==> config.mk <==
export PLATFORM = sky130hd
export DESIGN_NAME = memwr_stage_reg
export DESIGN_NICKNAME = d
export VERILOG_FILES = /design/src/rtl/cpu_pkg.sv /design/src/rtl/pipe_field_reg.sv /design/src/rtl/memwr_stage_reg.sv
export SDC_FILE = /design/constraint.sdc
export NUM_CORES = 1
export LEC_CHECK = 0
export ABC_AREA = 0
export ABC_CLOCK_PERIOD_IN_PS = 1300
export CORE_UTILIZATION = 38
export CTS_CLUSTER_SIZE = 16
export DETAILED_ROUTE_END_ITERATION = 8
export PLACE_DENSITY = 0.8
export SYNTH_ARGS = -nofsm -noshare
export SYNTH_HDL_FRONTEND = slang
export SYNTH_SLANG_ARGS = --single-unit
export TNS_END_PERCENT = 20
==> constraint.sdc <==
create_clock -name clk -period 1.3 [get_ports clk]
set_input_delay 0.26 -clock clk [delete_from_list [all_inputs] [get_ports clk]]
set_output_delay 0.26 -clock clk [all_outputs]
set_load 0.01 [all_outputs]
==> src/rtl/cpu_pkg.sv <==
// Shared definitions for the pipelined LEGv8 CPU: register-address width,
// the hard-wired zero register and the writeback-select encoding.
package cpu_pkg;

  localparam int unsigned REG_ADDR_W = 5;
  localparam int unsigned ZERO_REG   = 31;
  localparam int unsigned DATA_W     = 64;

  typedef enum logic [1:0] {
    MTR_ALU = 2'd0,
    MTR_MEM = 2'd1,
    MTR_PC4 = 2'd2
  } memToReg_t;

endpackage

==> src/rtl/pipe_field_reg.sv <==
// One field of a pipeline stage register: synchronous reset, synchronous clear
// (bubble insert) and load enable; reset outranks clear, clear outranks enable.
module pipe_field_reg #(
  parameter int unsigned WIDTH = 1
) (
  input  logic             clk,
  input  logic             reset,
  input  logic             en,
  input  logic             clr,
  input  logic [WIDTH-1:0] d,
  output logic [WIDTH-1:0] q
);

  always_ff @(posedge clk) begin
    if (reset) begin
      q <= '0;
    end else if (clr) begin
      q <= '0;
    end else if (en) begin
      q <= d;
    end
  end

endmodule

==> src/rtl/memwr_stage_reg.sv <==
// MEM/WB pipeline register with stall, flush and forwarding-hit detection
// against NUM_SRC source operands currently in EX.
module memwr_stage_reg
  import cpu_pkg::REG_ADDR_W;
  import cpu_pkg::memToReg_t;
#(
  parameter int unsigned DATA_W   = cpu_pkg::DATA_W,
  parameter int unsigned NUM_SRC  = 2,
  parameter int unsigned ZERO_REG = cpu_pkg::ZERO_REG
) (
  input  logic                          clk,
  input  logic                          reset,
  input  logic                          stall,
  input  logic                          flush,
  input  logic                          validIn,
  input  logic                          regWrite,
  input  logic [REG_ADDR_W-1:0]         Rd,
  input  memToReg_t                     memToReg,
  input  logic [DATA_W-1:0]             aluResult,
  input  logic [DATA_W-1:0]             memData,
  input  logic [NUM_SRC*REG_ADDR_W-1:0] srcAddr,
  output logic                          validOut,
  output logic                          regWriteOut,
  output logic [REG_ADDR_W-1:0]         RdOut,
  output memToReg_t                     memToRegOut,
  output logic [DATA_W-1:0]             aluResultOut,
  output logic [DATA_W-1:0]             memDataOut,
  output logic [NUM_SRC-1:0]            fwdHit
);

  localparam int unsigned MTR_W = 2;

  logic             load_en;
  logic             reg_write_qual;
  logic [MTR_W-1:0] mtr_q;

  assign load_en = ~stall;

  // Bubbles and writes to XZR must never look like live writes downstream.
  assign reg_write_qual = regWrite & validIn & (Rd != REG_ADDR_W'(ZERO_REG));

  pipe_field_reg #(.WIDTH(1)) u_valid (
    .clk(clk), .reset(reset), .en(load_en), .clr(flush),
    .d(validIn), .q(validOut)
  );

  pipe_field_reg #(.WIDTH(1)) u_reg_write (
    .clk(clk), .reset(reset), .en(load_en), .clr(flush),
    .d(reg_write_qual), .q(regWriteOut)
  );

  pipe_field_reg #(.WIDTH(REG_ADDR_W)) u_rd (
    .clk(clk), .reset(reset), .en(load_en), .clr(1'b0),
    .d(Rd), .q(RdOut)
  );

  pipe_field_reg #(.WIDTH(MTR_W)) u_mem_to_reg (
    .clk(clk), .reset(reset), .en(load_en), .clr(1'b0),
    .d(MTR_W'(memToReg)), .q(mtr_q)
  );

  assign memToRegOut = memToReg_t'(mtr_q);

  pipe_field_reg #(.WIDTH(DATA_W)) u_alu_result (
    .clk(clk), .reset(reset), .en(load_en), .clr(1'b0),
    .d(aluResult), .q(aluResultOut)
  );

  pipe_field_reg #(.WIDTH(DATA_W)) u_mem_data (
    .clk(clk), .reset(reset), .en(load_en), .clr(1'b0),
    .d(memData), .q(memDataOut)
  );

  // XZR never hits because regWriteOut is already qualified against it.
  for (genvar i = 0; i < NUM_SRC; i++) begin : g_fwd
    assign fwdHit[i] = regWriteOut & validOut &
                       (RdOut == srcAddr[i*REG_ADDR_W +: REG_ADDR_W]);
  end

endmodule

# Yosys cells after proc, flatten, opt, wreduce, memory -nomap -nowiden

Index checks and enable logic that the tools add are counted.

Eq/ne operators: 3
Bitwise operators: 5
Reduce and logical (&&, ||, !) cells: 1

Operators by type and width:

| kind                                          | number |
|---|---|
| equality test 5 bit                           | 2 |
| bitwise AND 1 bit                             | 5 |
| inequality test 5 bit (second input constant) | 1 |
| OR reduction 2 bit                            | 1 |

Flip-flop bits (word level): 137
Bits of input ports: 151
Output and inout bits: 139
Word-level logic and storage cells: 15

# Depth between registers and ports, before layout

Word-level depth: 2
Gate-level depth with buffers: 5

# Cells and area by module

A second synthesis with hierarchy kept.

Cell total of the unflattened synthesis: 462
Area total of the unflattened synthesis: 5,171.2 um^2

Modules (own cells, without submodules):

| module                             | times used | cells each | area an instance (um^2) |
|---|---|---|---|
| pipe_field_reg at u_alu_result ... | 2          | 207        | 2,348.5 |
| pipe_field_reg at u_rd             | 1          | 16         | 186.4 |
| memwr_stage_reg                    | 1          | 20         | 137.6 |
| pipe_field_reg at u_reg_write ...  | 2          | 3          | 40.0 |
| pipe_field_reg at u_mem_to_reg     | 1          | 6          | 70.1 |

# Least setup slack after synthesis

No wires, ideal clock.

Path kind: register to output
From: register u_rd.q[0]
To: output port fwdHit[0]
Data arrival time: 969 ps
Path slack: 71 ps
Stages on the path, launching flop included: 4
Path buffers: 0
Path through: dfxtp_1 > xnor2_1 > nand4_1 > nor3_1

Longest elaborated chain between the ends: 2

Ends and longest elaborated chain:

| element                | line                  | source |
|---|---|---|
| from (decl)            | pipe_field_reg.sv:11  | `output logic [WIDTH-1:0] q` |
| from (signal assigned) | pipe_field_reg.sv:16  | `q <= '0;` |
| from (signal assigned) | pipe_field_reg.sv:18  | `q <= '0;` |
| from (signal assigned) | pipe_field_reg.sv:20  | `q <= d;` |
| equality test 5 bit    | memwr_stage_reg.sv:77 | `(RdOut == srcAddr[i*REG_ADDR_W +: REG_ADDR_W]);` |
| bitwise AND 1 bit      | memwr_stage_reg.sv:76 | `assign fwdHit[i] = regWriteOut & validOut &` |
| to (decl)              | memwr_stage_reg.sv:28 | `output logic [NUM_SRC-1:0] fwdHit` |

Every way passes these cells.

# Worst setup path after layout

From: register u_rd.q[0]
To: output port fwdHit[1]

The elaborated chain is that of the path after synthesis.

==> run summary <==
The startpoint type of the worst setup path is a flip-flop. The post-detailed-route DRC marker count is 0. The flow ran to the end, but the final reports show violations. The min-delay analysis places its worst path in the category input pin to flip-flop. The most critical setup path has its startpoint at u_rd.q[0].

The die span in y is 118 µm. The aggregate routed wire length came out at 14500 µm. The register-to-register path setup slack is 440 ps.

Synthesis inferred 137 register bits. The number of DRC violations after detailed-routing iteration 0 is 145. The number of filler cells placed in the layout came out at 981. The boundary pin count is 290. The number of cells produced by synthesis is 462. Setup repair after global routing could not meet its margin everywhere. The complex-gate fraction of the synthesized area came to 0.000980. The number of antenna violations at the first check in global routing came to 0.

The fraction of the core area covered by cells at the end of the flow came out at 0.668. A synthesized cell averages 11.1 µm². The number of different library cells used by synthesis comes to 16. The final critical path time including I/O delays and setup is 1620 ps. The number of antenna diodes in the final layout is 0. The number of buffers inserted during clock tree synthesis is 17. The die span in x came out at 118 µm. The number of sinks driven by the clock tree came out at 137. The first global-routing pass estimated 22500 µm of wire. The maximum vdd ir drop is 0.949 mV. The post-route worst setup slack came out at -316 ps. The total standard cell area after synthesis came out at 0.00511 mm². The adder and majority cell fraction of the synthesized area came out at 0. The via-per-instance ratio is 4.62. The later-pin clock latency in the skew report is 400 ps. The upper clock frequency limit is 619 MHz.

Synthesis produced a netlist with a net count of 613. The critical path arrival is 1360 ps. The slew at the pin with the worst max-slew slack is 257 ps. The number of maximum-capacitance violations is 0. The top cell types in the final layout, fill and taps aside, are clkdlybuf4s50_1 (146), nor2_1 (137), mux2i_1 (136). Counting cells, the worst reg-to-reg path comes to 4. The worst hold path terminates at u_mem_to_reg.q[1]. Sorting the synthesized cells by area gives the leading types as dfxtp_1 (54%), mux2i_1 (27%), nor2_1 (10%).

Of the cells placed in the final design, the portion with a size suffix greater than 1 is 0.140. The detailed-route via count came out at 4359. The worst register-to-register path begins at u_rd.q[0]. The average wire length per cell after detail routing came out at 15.4 µm. The leading cell type in the layout, fill and taps excluded is clkdlybuf4s50_1. Yosys printed 0 warnings. The clock-pin slew on the worst setup and hold paths came out at 60 ps. The number of nets with antenna violations after detailed routing came out at 0.

The core outline area came out at 0.0129 mm². The hold-fix buffer count after cts came out at 0. The worst setup skew after layout is 0 ps. Measured against its own limit, the worst slew margin works out to 0.829. The final number of hold-violating endpoints is 0. The multiplexer area fraction after synthesis is 0.267. The source of the worst hold timing path is reset. The number of max-slew violations in the final report came to 0. The worst register-to-register path ends at u_rd.q[0]. In this run the clock root is driven by a clkbuf_16. In this run the number of H-tree levels came out at 4.

In this run the tool buffered the top-level ports with 289 buffer cells. The number of endpoints failing setup at the final stage came out at 3. In this run the power density over the cells is 1320 mW/mm². The category of the critical setup timing path is flip-flop to output pin. The share of the clock period used by the worst path came out at 1.24.

Of the post-synthesis cell area, the dominant cell type holds 0.537. The remaining global-route overflow is 0. The share of the Yosys chip area taken by registers is 0.537.

The worst-case clock buffer depth came out at 2. The basic-gate share of the synthesized area counting and, or, nand and nor cells came out at 0.111. Of the total synthesized cell area, the portion taken by XOR and XNOR cells is 0.0171. The number of global-route vias before repair is 4545.

The starting density of the core came out at 0.397. Detailed placement finished with a half-perimeter wire length of 10800 µm. The synthesized design spends more area on one cell type than any other, namely dfxtp_1.

The largest net degree at the start of global routing is 55. The required time of the critical path is 1040 ps. Along the worst path, the maximum fanout reaches 2. The relative area change from synthesis to final layout is 68.4%. The static leakage is 3.98 nW.

The total track usage is 0.206. TritonCTS built the clock tree. By area, the combinational part of the netlist is dominated by multiplexers. In this run the core area contains 41 standard-cell rows. Along the worst hold path, the cell count comes to 2. The post-place setup slack came out at -749 ps. The final reports fail on setup timing. The worst setup path is captured at an output pin. The routability congestion estimate from global placement came out at 0.772. The length of the first detailed-routing pass in iterations is 6. The number of nets in the layout came out at 909. The die footprint came out at 0.0139 mm².
## what timing repair did
| action | CTS | global route |
|---|---|---|
| buffers inserted | 2 | 0 |
| pin swaps | 4 | 4 |
| cloned | 0 | 0 |
| setup endpoints to repair | 139 | 92 |
| gates resized for setup | 238 | 104 |
## per-stage QoR
| stage | hold WS [ps] | std cells | setup TNS, ps | instance area [µm²] | power, mW |
|---|---|---|---|---|---|
| after global placement | 472 | 910 | -1480 | 8070 | 6.39 |
| final | 194 | 943 | -650 | 8600 | 11.4 |
| after CTS | 181 | 943 | -650 | 8640 | 11.5 |
| after floorplan | 339 | 462 | 0 | 5110 | 5.40 |
| after detailed placement | 482 | 910 | -1490 | 8070 | 6.44 |
| after global routing | 182 | 943 | -773 | 8600 | 11.8 |
## state kept, by name (all words and copies together), names as in the netlist
signal and count:
u_alu_result.q 64, u_mem_data.q 64, u_mem_to_reg.q 2, u_rd.q 5, u_reg_write.q 1, u_valid.q 1
## worst max-delay path, cell delays in order, from the launching register on
cell	delay, ps
dfxtp_2	340
buf_6	120
xor2_1	150
nor3_1	170
buf_2	160
## where the power goes
group          switching [mW]  internal, mW
clock network            1.74          3.44
registers               0.140          4.45
logic                   0.661         0.973
total                    2.54          8.86
## cells in the mapped netlist
library cell  instances
buf_12               11
buf_2                 5
buf_4                 2
buf_8                 3
clkbuf_1             10
dfxtp_1             137
mux2i_1             136
nand2_1               2
nand3_1               2
nand4_1               2
nand4b_1              1
nor2_1              137
nor3_1                3
o21ai_0               1
xnor2_1               8
xor2_1                2
## per-layer routing
layer | wire (µm) | GRT usage
met1 | 5270 | 0.196
met2 | 7710 | 0.393
met3 | 1110 | 0.0732
met4 | 386 | 0.0913
met5 | 0 | 0
## cell type report
type                       instances  area [µm²]  area share
tap                              172         215      0.0250
clock inverter                    13         200      0.0233
timing repair buffer             308        2920       0.339
sequential                       137        2760       0.321
multi-input combinational        294        2070       0.240
clock buffer                      19         443      0.0515
## worst max-delay path by stage
stage,end,slack [ps],cells past startpoint
CTS,fwdHit[0],-290,4
detailed placement,fwdHit[0],-750,5
finish,fwdHit[1],-320,4
global placement,fwdHit[0],-750,5
floorplan,fwdHit[0],70,3
global route,fwdHit[1],-350,4
## cell families after synthesis
| family | Yosys count |
|---|---|
| buffers and inverters | 31 |
| and+or+nand+nor | 147 |
| AOI/OAI and AO/OA | 1 |
| DFF | 137 |
| muxes | 136 |
| xor gates and xnor gates | 10 |
No activity file was read; power rests on OpenSTA's default activity.
